===== src/rtl/mem_xbar_arb_if.sv =====
// mem_xbar_arb_if
//   Bundles every bus of the memory crossbar arbiter: the DMA channel
//   request/grant/read-return signals, the per-bank PE access port and
//   the per-bank SRAM port. clk and rst are not part of this interface.
//
//   modport slave  : arbiter view (DMA/PE requests and bank read data in;
//                    grants, stalls, read returns and bank controls out)
//   modport master : environment view (the exact mirror of slave)
interface mem_xbar_arb_if #(
  parameter int DATA_W = 32,
  parameter int ADDR_W = 8,
  parameter int NB     = 4,
  parameter int NCH    = 2
);
  localparam int BANK_BITS = $clog2(NB);

  // DMA channels
  logic [NCH-1:0]                dma_req;
  logic [NCH-1:0]                dma_we;
  logic [NCH-1:0][BANK_BITS-1:0] dma_bank_sel;
  logic [NCH-1:0][ADDR_W-1:0]    dma_addr;
  logic [NCH-1:0][DATA_W-1:0]    dma_wdata;
  logic [NCH-1:0]                dma_gnt;
  logic [NCH-1:0]                dma_rvalid;
  logic [NCH-1:0][DATA_W-1:0]    dma_rdata;

  // PE port, one per bank
  logic [NB-1:0]                 pe_read_en;
  logic [NB-1:0]                 pe_write_en;
  logic [NB-1:0][ADDR_W-1:0]     pe_addr;
  logic [NB-1:0][DATA_W-1:0]     pe_data_in;
  logic [NB-1:0]                 pe_stall;

  // SRAM bank port, one per bank
  logic [NB-1:0]                 bank_en;
  logic [NB-1:0]                 bank_we;
  logic [NB-1:0][ADDR_W-1:0]     bank_addr;
  logic [NB-1:0][DATA_W-1:0]     bank_din;
  logic [NB-1:0][DATA_W-1:0]     bank_data_out;

  modport slave (
    input  dma_req, dma_we, dma_bank_sel, dma_addr, dma_wdata,
    input  pe_read_en, pe_write_en, pe_addr, pe_data_in,
    input  bank_data_out,
    output dma_gnt, dma_rvalid, dma_rdata,
    output pe_stall,
    output bank_en, bank_we, bank_addr, bank_din
  );

  modport master (
    output dma_req, dma_we, dma_bank_sel, dma_addr, dma_wdata,
    output pe_read_en, pe_write_en, pe_addr, pe_data_in,
    output bank_data_out,
    input  dma_gnt, dma_rvalid, dma_rdata,
    input  pe_stall,
    input  bank_en, bank_we, bank_addr, bank_din
  );
endinterface


===== src/rtl/mem_xbar_arb.sv =====
// mem_xbar_arb
//   Crossbar arbiter between NCH DMA channels and NB single-port SRAM
//   banks that are also used by a per-bank PE port. DMA traffic wins over
//   the PE on a bank; between DMA channels each bank has its own
//   round-robin pointer. DMA reads return two cycles after the grant.
//
//   Ports:
//     clk  - rising-edge clock
//     rst  - asynchronous active-high reset
//     bus  - mem_xbar_arb_if.slave (DMA, PE and bank signals)
//
//   Optional feature: define MEM_XBAR_STARVE_GUARD_EN to bound the number
//   of consecutive DMA-over-PE grants on a bank to STARVE_MAX; after that
//   many the PE is given the bank for one cycle.
module mem_xbar_arb #(
  parameter int DATA_W     = 32,
  parameter int ADDR_W     = 8,
  parameter int NB         = 4,
  parameter int NCH        = 2,
  parameter int STARVE_MAX = 4
) (
  input logic           clk,
  input logic           rst,
  mem_xbar_arb_if.slave bus
);
  localparam int BANK_BITS = $clog2(NB);
  localparam int PTR_W     = (NCH > 1) ? $clog2(NCH) : 1;

  // Elaboration-time parameter sanity checks
  if (NB < 2) begin : g_nb_check
    $error("mem_xbar_arb: NB must be >= 2");
  end
  if (NCH < 1) begin : g_nch_check
    $error("mem_xbar_arb: NCH must be >= 1");
  end
  if (STARVE_MAX < 1) begin : g_starve_check
    $error("mem_xbar_arb: STARVE_MAX must be >= 1");
  end

  logic [NB-1:0][PTR_W-1:0]      rr_ptr;
  logic [NB-1:0][PTR_W-1:0]      win_ch;
  logic [NB-1:0]                 bank_won;
  logic [NB-1:0]                 suppress;
  logic [NB-1:0]                 pe_req;
  logic [NCH-1:0]                gnt;
  logic [NCH-1:0]                rd_pend;
  logic [NCH-1:0][BANK_BITS-1:0] rd_bank;
  logic [NCH-1:0]                rvalid_q;
  logic [NCH-1:0][DATA_W-1:0]    rdata_q;
  int                            cand;

  assign pe_req = bus.pe_read_en | bus.pe_write_en;

  // Per-bank round-robin: scan channels upward from rr_ptr and take the
  // first one requesting this bank. Reset forces "no grant" everywhere.
  always_comb begin
    bank_won = '0;
    win_ch   = '0;
    gnt      = '0;
    cand     = 0;
    if (!rst) begin
      for (int b = 0; b < NB; b++) begin
        for (int i = 0; i < NCH; i++) begin
          cand = (int'(rr_ptr[b]) + i) % NCH;
          if (!bank_won[b] && !suppress[b] && bus.dma_req[cand] &&
              (bus.dma_bank_sel[cand] == BANK_BITS'(b))) begin
            bank_won[b] = 1'b1;
            win_ch[b]   = PTR_W'(cand);
            gnt[cand]   = 1'b1;
          end
        end
      end
    end
  end

  assign bus.dma_gnt = gnt;

  // Bank port steering: the winning DMA channel owns the bank and stalls
  // any PE access; otherwise the PE port passes straight through.
  always_comb begin
    bus.bank_en   = '0;
    bus.bank_we   = '0;
    bus.bank_addr = '0;
    bus.bank_din  = '0;
    bus.pe_stall  = '0;
    for (int b = 0; b < NB; b++) begin
      if (bank_won[b]) begin
        bus.bank_en[b]   = 1'b1;
        bus.bank_we[b]   = bus.dma_we[win_ch[b]];
        bus.bank_addr[b] = bus.dma_addr[win_ch[b]];
        bus.bank_din[b]  = bus.dma_wdata[win_ch[b]];
        bus.pe_stall[b]  = pe_req[b];
      end else begin
        bus.bank_en[b]   = pe_req[b] & ~rst;
        bus.bank_we[b]   = bus.pe_write_en[b] & ~rst;
        bus.bank_addr[b] = bus.pe_addr[b];
        bus.bank_din[b]  = bus.pe_data_in[b];
      end
    end
  end

  // Round-robin pointer moves just past the winner; idle banks hold.
  always_ff @(posedge clk or posedge rst) begin
    if (rst) begin
      rr_ptr <= '0;
    end else begin
      for (int b = 0; b < NB; b++) begin
        if (bank_won[b]) begin
          rr_ptr[b] <= PTR_W'((int'(win_ch[b]) + 1) % NCH);
        end
      end
    end
  end

  // Read return pipeline: stage 1 remembers which bank a channel read
  // (the SRAM is producing the word during that cycle), stage 2 captures
  // the word and raises rvalid. rdata holds between returns.
  always_ff @(posedge clk or posedge rst) begin
    if (rst) begin
      rd_pend  <= '0;
      rd_bank  <= '0;
      rvalid_q <= '0;
      rdata_q  <= '0;
    end else begin
      for (int c = 0; c < NCH; c++) begin
        rd_pend[c]  <= gnt[c] & ~bus.dma_we[c];
        rvalid_q[c] <= rd_pend[c];
        if (gnt[c] && !bus.dma_we[c]) begin
          rd_bank[c] <= bus.dma_bank_sel[c];
        end
        if (rd_pend[c]) begin
          rdata_q[c] <= bus.bank_data_out[rd_bank[c]];
        end
      end
    end
  end

  assign bus.dma_rvalid = rvalid_q;
  assign bus.dma_rdata  = rdata_q;

`ifdef MEM_XBAR_STARVE_GUARD_EN
  localparam int CNT_W = $clog2(STARVE_MAX + 1);

  logic [NB-1:0][CNT_W-1:0] run_cnt;

  // A bank whose run counter hit the limit is handed to the PE for a cycle
  always_comb begin
    suppress = '0;
    for (int b = 0; b < NB; b++) begin
      suppress[b] = (run_cnt[b] == CNT_W'(STARVE_MAX));
    end
  end

  // Count consecutive cycles where DMA beat a waiting PE on each bank
  always_ff @(posedge clk or posedge rst) begin
    if (rst) begin
      run_cnt <= '0;
    end else begin
      for (int b = 0; b < NB; b++) begin
        if (suppress[b] || !bank_won[b] || !pe_req[b]) begin
          run_cnt[b] <= '0;
        end else begin
          run_cnt[b] <= run_cnt[b] + 1'b1;
        end
      end
    end
  end
`else
  assign suppress = '0;
`endif

endmodule


===== src/flat_wrapper.sv =====
// flat-port wrapper written by rule: the top's interface ports become plain ports
module mem_xbar_arb_flat 
#(
  parameter int DATA_W     = 32,
  parameter int ADDR_W     = 8,
  parameter int NB         = 4,
  parameter int NCH        = 2,
  parameter int STARVE_MAX = 4
)
  (clk, rst, bus_dma_req, bus_dma_we, bus_dma_bank_sel, bus_dma_addr, bus_dma_wdata, bus_pe_read_en, bus_pe_write_en, bus_pe_addr, bus_pe_data_in, bus_bank_data_out, bus_dma_gnt, bus_dma_rvalid, bus_dma_rdata, bus_pe_stall, bus_bank_en, bus_bank_we, bus_bank_addr, bus_bank_din);
  mem_xbar_arb_if #(.DATA_W(DATA_W), .ADDR_W(ADDR_W), .NB(NB), .NCH(NCH)) bus_i ();
  input logic clk;
  input logic rst;
  input wire logic [$bits(bus_i.dma_req)-1:0] bus_dma_req;
  input wire logic [$bits(bus_i.dma_we)-1:0] bus_dma_we;
  input wire logic [$bits(bus_i.dma_bank_sel)-1:0] bus_dma_bank_sel;
  input wire logic [$bits(bus_i.dma_addr)-1:0] bus_dma_addr;
  input wire logic [$bits(bus_i.dma_wdata)-1:0] bus_dma_wdata;
  input wire logic [$bits(bus_i.pe_read_en)-1:0] bus_pe_read_en;
  input wire logic [$bits(bus_i.pe_write_en)-1:0] bus_pe_write_en;
  input wire logic [$bits(bus_i.pe_addr)-1:0] bus_pe_addr;
  input wire logic [$bits(bus_i.pe_data_in)-1:0] bus_pe_data_in;
  input wire logic [$bits(bus_i.bank_data_out)-1:0] bus_bank_data_out;
  output wire logic [$bits(bus_i.dma_gnt)-1:0] bus_dma_gnt;
  output wire logic [$bits(bus_i.dma_rvalid)-1:0] bus_dma_rvalid;
  output wire logic [$bits(bus_i.dma_rdata)-1:0] bus_dma_rdata;
  output wire logic [$bits(bus_i.pe_stall)-1:0] bus_pe_stall;
  output wire logic [$bits(bus_i.bank_en)-1:0] bus_bank_en;
  output wire logic [$bits(bus_i.bank_we)-1:0] bus_bank_we;
  output wire logic [$bits(bus_i.bank_addr)-1:0] bus_bank_addr;
  output wire logic [$bits(bus_i.bank_din)-1:0] bus_bank_din;
  assign bus_i.dma_req = bus_dma_req;
  assign bus_i.dma_we = bus_dma_we;
  assign bus_i.dma_bank_sel = bus_dma_bank_sel;
  assign bus_i.dma_addr = bus_dma_addr;
  assign bus_i.dma_wdata = bus_dma_wdata;
  assign bus_i.pe_read_en = bus_pe_read_en;
  assign bus_i.pe_write_en = bus_pe_write_en;
  assign bus_i.pe_addr = bus_pe_addr;
  assign bus_i.pe_data_in = bus_pe_data_in;
  assign bus_i.bank_data_out = bus_bank_data_out;
  assign bus_dma_gnt = bus_i.dma_gnt;
  assign bus_dma_rvalid = bus_i.dma_rvalid;
  assign bus_dma_rdata = bus_i.dma_rdata;
  assign bus_pe_stall = bus_i.pe_stall;
  assign bus_bank_en = bus_i.bank_en;
  assign bus_bank_we = bus_i.bank_we;
  assign bus_bank_addr = bus_i.bank_addr;
  assign bus_bank_din = bus_i.bank_din;
  mem_xbar_arb #(.DATA_W(DATA_W), .ADDR_W(ADDR_W), .NB(NB), .NCH(NCH), .STARVE_MAX(STARVE_MAX)) u_core (.clk(clk), .rst(rst), .bus(bus_i));
endmodule

===== config.mk =====
export PLATFORM = sky130hd
export DESIGN_NAME = mem_xbar_arb_flat
export DESIGN_NICKNAME = d
export VERILOG_FILES = /design/src/rtl/mem_xbar_arb_if.sv /design/src/rtl/mem_xbar_arb.sv /design/src/flat_wrapper.sv
export SDC_FILE = /design/constraint.sdc
export NUM_CORES = 1
export LEC_CHECK = 0
export CAP_MARGIN = 20
export CORE_AREA = 2 2 246 248
export DETAILED_ROUTE_END_ITERATION = 16
export DIE_AREA = 0 0 248 250
export MAX_ROUTING_LAYER = met4
export SLEW_MARGIN = 25
export SYNTH_ARGS = -nofsm -noshare
export SYNTH_HDL_FRONTEND = slang
export SYNTH_SLANG_ARGS = --single-unit

===== constraint.sdc =====
create_clock -name clk -period 4.2 [get_ports clk]
set_input_delay 0.84 -clock clk [delete_from_list [all_inputs] [get_ports clk]]
set_output_delay 0.84 -clock clk [all_outputs]
set_load 0.02 [all_outputs]

-- Yosys cells after proc, flatten, opt, wreduce, memory -nomap -nowiden
Index checks and enable logic that the tools add are counted.
- bits in registers: 76
- bits of input ports: 386
- output and inout bits: 240
- word-level logic and storage cells: 243
- add/subtract/negate cells: 8
- order comparisons: 22
- eq/ne operators: 6
- multiplexer cells: 142
- bitwise logic cells: 25
- reduce and logical (&&, ||, !) cells: 30
- operators with widths (operator ; count):
    32-bit two-way mux ; 14
    32-bit binary-select mux with 2-bit select ; 2
    8-bit two-way mux ; 12
    2-bit two-way mux ; 36
    1-bit two-way mux ; 68
    1-bit logical AND ; 22
    2-bit by 3-bit less-than comparator with 1-bit output (second input constant) ; 6
    1-bit by 2-bit less-than comparator with 1-bit output (second input constant) ; 8
    2-bit bitwise OR ; 7
    1-bit AND ; 10
    1-bit adder (second input constant) ; 8
    1-bit demux with 1-bit select ; 8
    2-bit equality test (second input constant) ; 4
    2-bit by 1-bit greater-or-equal comparator with 1-bit output (second input constant) ; 4
    4-bit two-way mux ; 2
    1-bit zero test ; 6
    1-bit AND (first input constant) ; 4
    2-bit by 1-bit equality test with 1-bit output (second input constant) ; 2
    1-bit greater-or-equal comparator (second input constant) ; 4
    2-bit zero test ; 2
    4-bit bitwise OR ; 1
    1-bit inverter ; 3

-- Logic depth before layout (Yosys ltp)
- depth after elaboration: 30
- mapped depth: 7
- mapped depth without buffers: 5

-- Worst setup path after synthesis
Ideal clock, no wire load.
- path kind: input port to flip-flop
- from: input rst
- to: register u_core.rr_ptr[0] (netlist bit)
- library setup time: 0.104 ns
- arrival: 3.191 ns
- data required time: 4.096 ns
- setup slack: 0.905 ns
- cell stages on the path: 5
- buffers on the path: 2
- cell sequence: clkbuf_1 > clkbuf_1 > inv_1 > a21oi_1 > a31oi_1
- word-level cells in the longest chain between the ends: 2
- elaborated cells on any way between the ends: 3
- those cells by class: add/sub (1); mux (2)
- ends and longest elaborated chain (item ; RTL line ; source):
    start, declared ; flat_wrapper.sv:13 ; input logic rst;
    4-bit two-way mux ; mem_xbar_arb.sv:61 ; if (!rst) begin
    1-bit adder ; mem_xbar_arb.sv:109 ; rr_ptr[b] <= PTR_W'((int'(win_ch[b]) + 1) % NCH);
    end signal, assigned by index ; mem_xbar_arb.sv:109 ;
    end, declared ; mem_xbar_arb.sv:40 ; logic [NB-1:0][PTR_W-1:0] rr_ptr;
Parallel ways exist; a longest one is shown, timed or not.
A chain may end at the register's enable or synchronous reset.

-- Worst setup path after layout
- from: input bus_dma_req[0]
- to: output bus_bank_din[103]
- word-level cells in the longest chain between the ends: 13
- elaborated cells on any way between the ends: 19
- those cells by class: mux (15); reduce/logical (4)
- ends and longest elaborated chain (item ; RTL line ; source):
    start, declared ; flat_wrapper.sv:14 ; input wire logic [$bits(bus_i.dma_req)-1:0] bus_dma_req;
    1-bit two-way mux (not written as such) (2 in series) ; mem_xbar_arb.sv:65 ; if (!bank_won[b] && !suppress[b] && bus.dma_req[cand] &&
    1-bit logical AND ; mem_xbar_arb.sv:65 ;
    1-bit two-way mux ; mem_xbar_arb.sv:65 ;
    1-bit two-way mux ; mem_xbar_arb.sv:61 ;
    1-bit zero test ; mem_xbar_arb.sv:65 ;
    1-bit logical AND (2 in series) ; mem_xbar_arb.sv:65 ;
    1-bit two-way mux ; mem_xbar_arb.sv:65 ;
    4-bit two-way mux ; mem_xbar_arb.sv:61 ;
    32-bit two-way mux (not written as such) (2 in series) ; mem_xbar_arb.sv:91 ; bus.bank_din[b] = bus.dma_wdata[win_ch[b]];
    32-bit two-way mux * ; mem_xbar_arb.sv:87 ; if (bank_won[b]) begin
    end, declared ; flat_wrapper.sv:31 ; output wire logic [$bits(bus_i.bank_din)-1:0] bus_bank_din;
Every way passes the cells marked *; elsewhere a longest branch is shown, timed or not. The select of a mux whose other input is x is not followed.

==> results_dict.tcl <==
set metrics [dict create \
    outcome "completed" \
    path_cells "clkdlybuf4s50_1, nand3_2, and2_1, nor2_4, buf_12, nor2_1, a31oi_1, buf_4, clkdlybuf4s50_1" \
    cts_max_level 3 \
    drtIter0Drc 415 \
    num-nets-final 1906 \
    die_x_um 248 \
    numCtsBuffers 9 \
    cts_tree "built" \
    yosys.area_share.xor_xnor 0 \
    fmax_mhz 240 \
    postRouteAntennaNets 0 \
    worst_slack_ns 0.0377 \
    grt_overflow_total 0 \
    clkLatencyLatePin_ns 0.36 \
    synth_seq_cells 76 \
    drive_above_1_share 0.160 \
    route.detailed.drc 0 \
    root_buffer "clkbuf_16" \
    final.setup.tns_ns 0 \
    path_common_cell "clkdlybuf4s50_1" \
    rsz0062_at_grt "true" \
    synth.avg_cell_area_um2 8.91 \
    portBuffers 625 \
    worst-path-max-fanout 33 \
    syn_to_final_growth_pct 101 \
    clock_path_buffers 2 \
    critPathLaunchType "input pin" \
    placement_rows 90 \
    async_flop_share 1.00 \
    synth-warning-count 0 \
    hold_viol_final 0 \
    seq_area_frac_synth 0.237 \
    yosys.area.top_type "dfrtp_1" \
    dominantRegCellSynth "dfrtp_1" \
    gp_congestion 0.928 \
    io_pins 626 \
    synth-edff-count 0 \
    maxSlewViolCount 0 \
    required_ns 3.36 \
    wl_per_cell_um 21.5 \
    p_per_area_nw_per_um2 333 \
    synth_fp_nets 1286 \
    netlist_instances 900 \
    start_util 0.135 \
    antenna_found_initial 5 \
    synth_cell_types 43 \
    synthSimpleGateAreaFrac 0.142 \
    first_global_vias 10300 \
    crit_buf_inv 4 \
    crit_slowest_cell "clkdlybuf4s50_1" \
    finClkSkew_ns 0.00679 \
    synth_compound_area_frac 0.138 \
    path_clk_slew_ns 0.06 \
    netlist.area_leader.share 0.237 \
    cp-end-kind "output port" \
    period_needed_ns 4.16 \
    vias_per_cell 4.30 \
    post-place-ws_ns -0.0556 \
    clock_sinks 76 \
    grt_pass1_wl_um 68600 \
    setup-violations-final 0 \
    drv_cap 0 \
    peakVddDrop_v 0.000291 \
    firstDrtPassIters 7 \
    cts_hold_buf 0 \
    design.core.area_um2 59600 \
    hpwl_um 40700 \
    critPathTopFamily "buffers and inverters" \
    routed_wl_um 49600 \
    synthMuxAreaShare 0.427 \
    leakage_nw 6.31 \
    die_y_um 250 \
    min_period_over_period 0.991 \
    worstMarginPinSlew_ns 1.03 \
    relSlewSlack 0.311 \
    nFillCells 6291 \
    cp.arrival_ns 3.32 \
    track_usage 0.155 \
    crit_type "in2out" \
    synth_area_leaders "dfrtp_1, mux4_2, mux2i_1" \
    min_path_type "reg2reg" \
    netlist_area_um2 8020 \
    synth-adder-area-share 0 \
    grt_max_degree 47 \
    synth_top_family_by_area "multiplexers" \
    max_stage_delay_ns 0.61 \
    num_vias 9928 \
    dieArea_um2 62000 \
]
## cells in the final DEF, fill, tap and decap left out, types with 2 or more instances in the layout
cell type	netlist	routed
dfrtp_2	0	6
mux2_1	2	2
o21ai_1	2	2
a21oi_1	128	126
nand2_1	86	86
nor3_1	5	5
mux4_2	64	64
clkdlybuf4s50_1	0	558
inv_1	8	7
o21ai_0	5	5
nor2_1	177	177
dlygate4sd2_1	0	2
diode_2	0	3
mux2i_1	124	122
o31ai_1	2	2
dlymetal6s2s_1	0	56
clkinvlp_4	0	2
clkbuf_16	0	9
bufinv_16	0	2
a21oi_4	1	2
nor2_4	0	4
nand3_2	0	2
mux2_2	64	64
buf_12	0	23
dfrtp_1	76	70
buf_6	9	2
a31oi_1	43	43
buf_4	4	49
or3_1	2	2
a211oi_1	3	3
mux2i_2	0	2
## power breakdown
part / switching, mW / total [mW] / leakage [nW] / internal [mW]
clock: 0.345 / 0.884 / 0.152 / 0.539
sequential: 0.296 / 1.34 / 0.896 / 1.05
combinational: 1.43 / 3.15 / 5.26 / 1.72
total: 2.07 / 5.37 / 6.31 / 3.31
## layer usage
metal | up-vias | wire [um] | GRT usage
li1 | 4546 | - | -
met1 | 4761 | 19500 | 0.173
met2 | 556 | 24600 | 0.271
met3 | 65 | 4000 | 0.0324
met4 | 0 | 1550 | 0.0556
met5 | - | 0 | -
## Yosys cell counts, types with 2 or more instances
library cell / instances
nor2_2: 4
mux2_2: 64
o21ai_0: 5
mux2_1: 2
clkbuf_1: 38
dfrtp_1: 76
mux4_2: 64
nand2_1: 86
buf_6: 9
inv_1: 8
a211oi_1: 3
nor3_1: 5
a21oi_1: 128
buf_1: 6
buf_4: 4
o21a_1: 2
o31ai_1: 2
nor2_1: 177
nand3_1: 3
or3_1: 2
mux2i_1: 124
a31oi_1: 43
o21ai_1: 2
buf_2: 24
## final cells by class
| cell class | instances | area (um2) | area share |
|---|---|---|---|
| Timing Repair Buffer | 690 | 7150 | 0.443 |
| Multi-Input combinational cell | 734 | 5750 | 0.356 |
| Sequential cell | 76 | 1910 | 0.118 |
| Tap cell | 782 | 978 | 0.0606 |
| Clock buffer | 11 | 243 | 0.0150 |
| Clock inverter | 5 | 83.8 | 0.00519 |
| Inverter | 9 | 35.0 | 0.00217 |
| Antenna cell | 3 | 7.51 | 0.000465 |
## timing repair
item                                   CTS  global route
resized for setup                        5            62
endpoints found under the hold margin    0             0
buffers inserted                         0             1
setup endpoints to repair               28           110
pin swaps                                0             1
## metrics by stage
| stage | hold WS (ns) | cells | utilization | instance area (um2) | power (mW) |
|---|---|---|---|---|---|
| 3_3_place_gp | 0.488 | 2290 | 0.263 | 15600 | 4.51 |
| 6_report | 0.505 | 2310 | 0.271 | 16200 | 5.37 |
| 4_1_cts | 0.508 | 2306 | 0.268 | 16000 | 5.46 |
| 2_1_floorplan | 0.352 | 900 | - | 8020 | 2.78 |
| 3_5_place_dp | 0.494 | 2290 | 0.263 | 15600 | 4.54 |
| 5_1_grt | 0.520 | 2310 | 0.271 | 16200 | 5.67 |
## registers in the layout, summed over array words and instances (netlist names)
signal,flops
u_core.bus.dma_rvalid,2
u_core.rr_ptr,4
u_core.bus.dma_rdata,64
u_core.rd_pend,2
u_core.rd_bank,4
## cells by family after synthesis
family | Yosys count
multiplexers | 254
AO/OA/AOI/OAI | 194
flip-flops | 76
buffers and inverters | 90
AND/OR/NAND/NOR | 286
## worst paths after layout
kind	slack, ns	end	cells past startpoint	from
max in group asynchronous	2.03	u_core.bus.dma_rdata[25]$_DFFE_PP0P_	4	rst
hold / removal	0.51	u_core.bus.dma_rdata[42]$_DFFE_PP0P_	1	u_core.bus.dma_rdata[42]$_DFFE_PP0P_
min in group asynchronous	1.45	u_core.rr_ptr[2]$_DFFE_PP0P_	3	rst
setup reg to reg	1.96	u_core.bus.dma_rdata[51]$_DFFE_PP0P_	3	u_core.rd_bank[2]$_DFFE_PP0P_
hold reg to reg	0.51	u_core.bus.dma_rdata[42]$_DFFE_PP0P_	1	u_core.bus.dma_rdata[42]$_DFFE_PP0P_
setup / recovery	0.04	bus_bank_din[103]	9	bus_dma_req[0]
No activity file was read; power rests on OpenSTA's default activity.
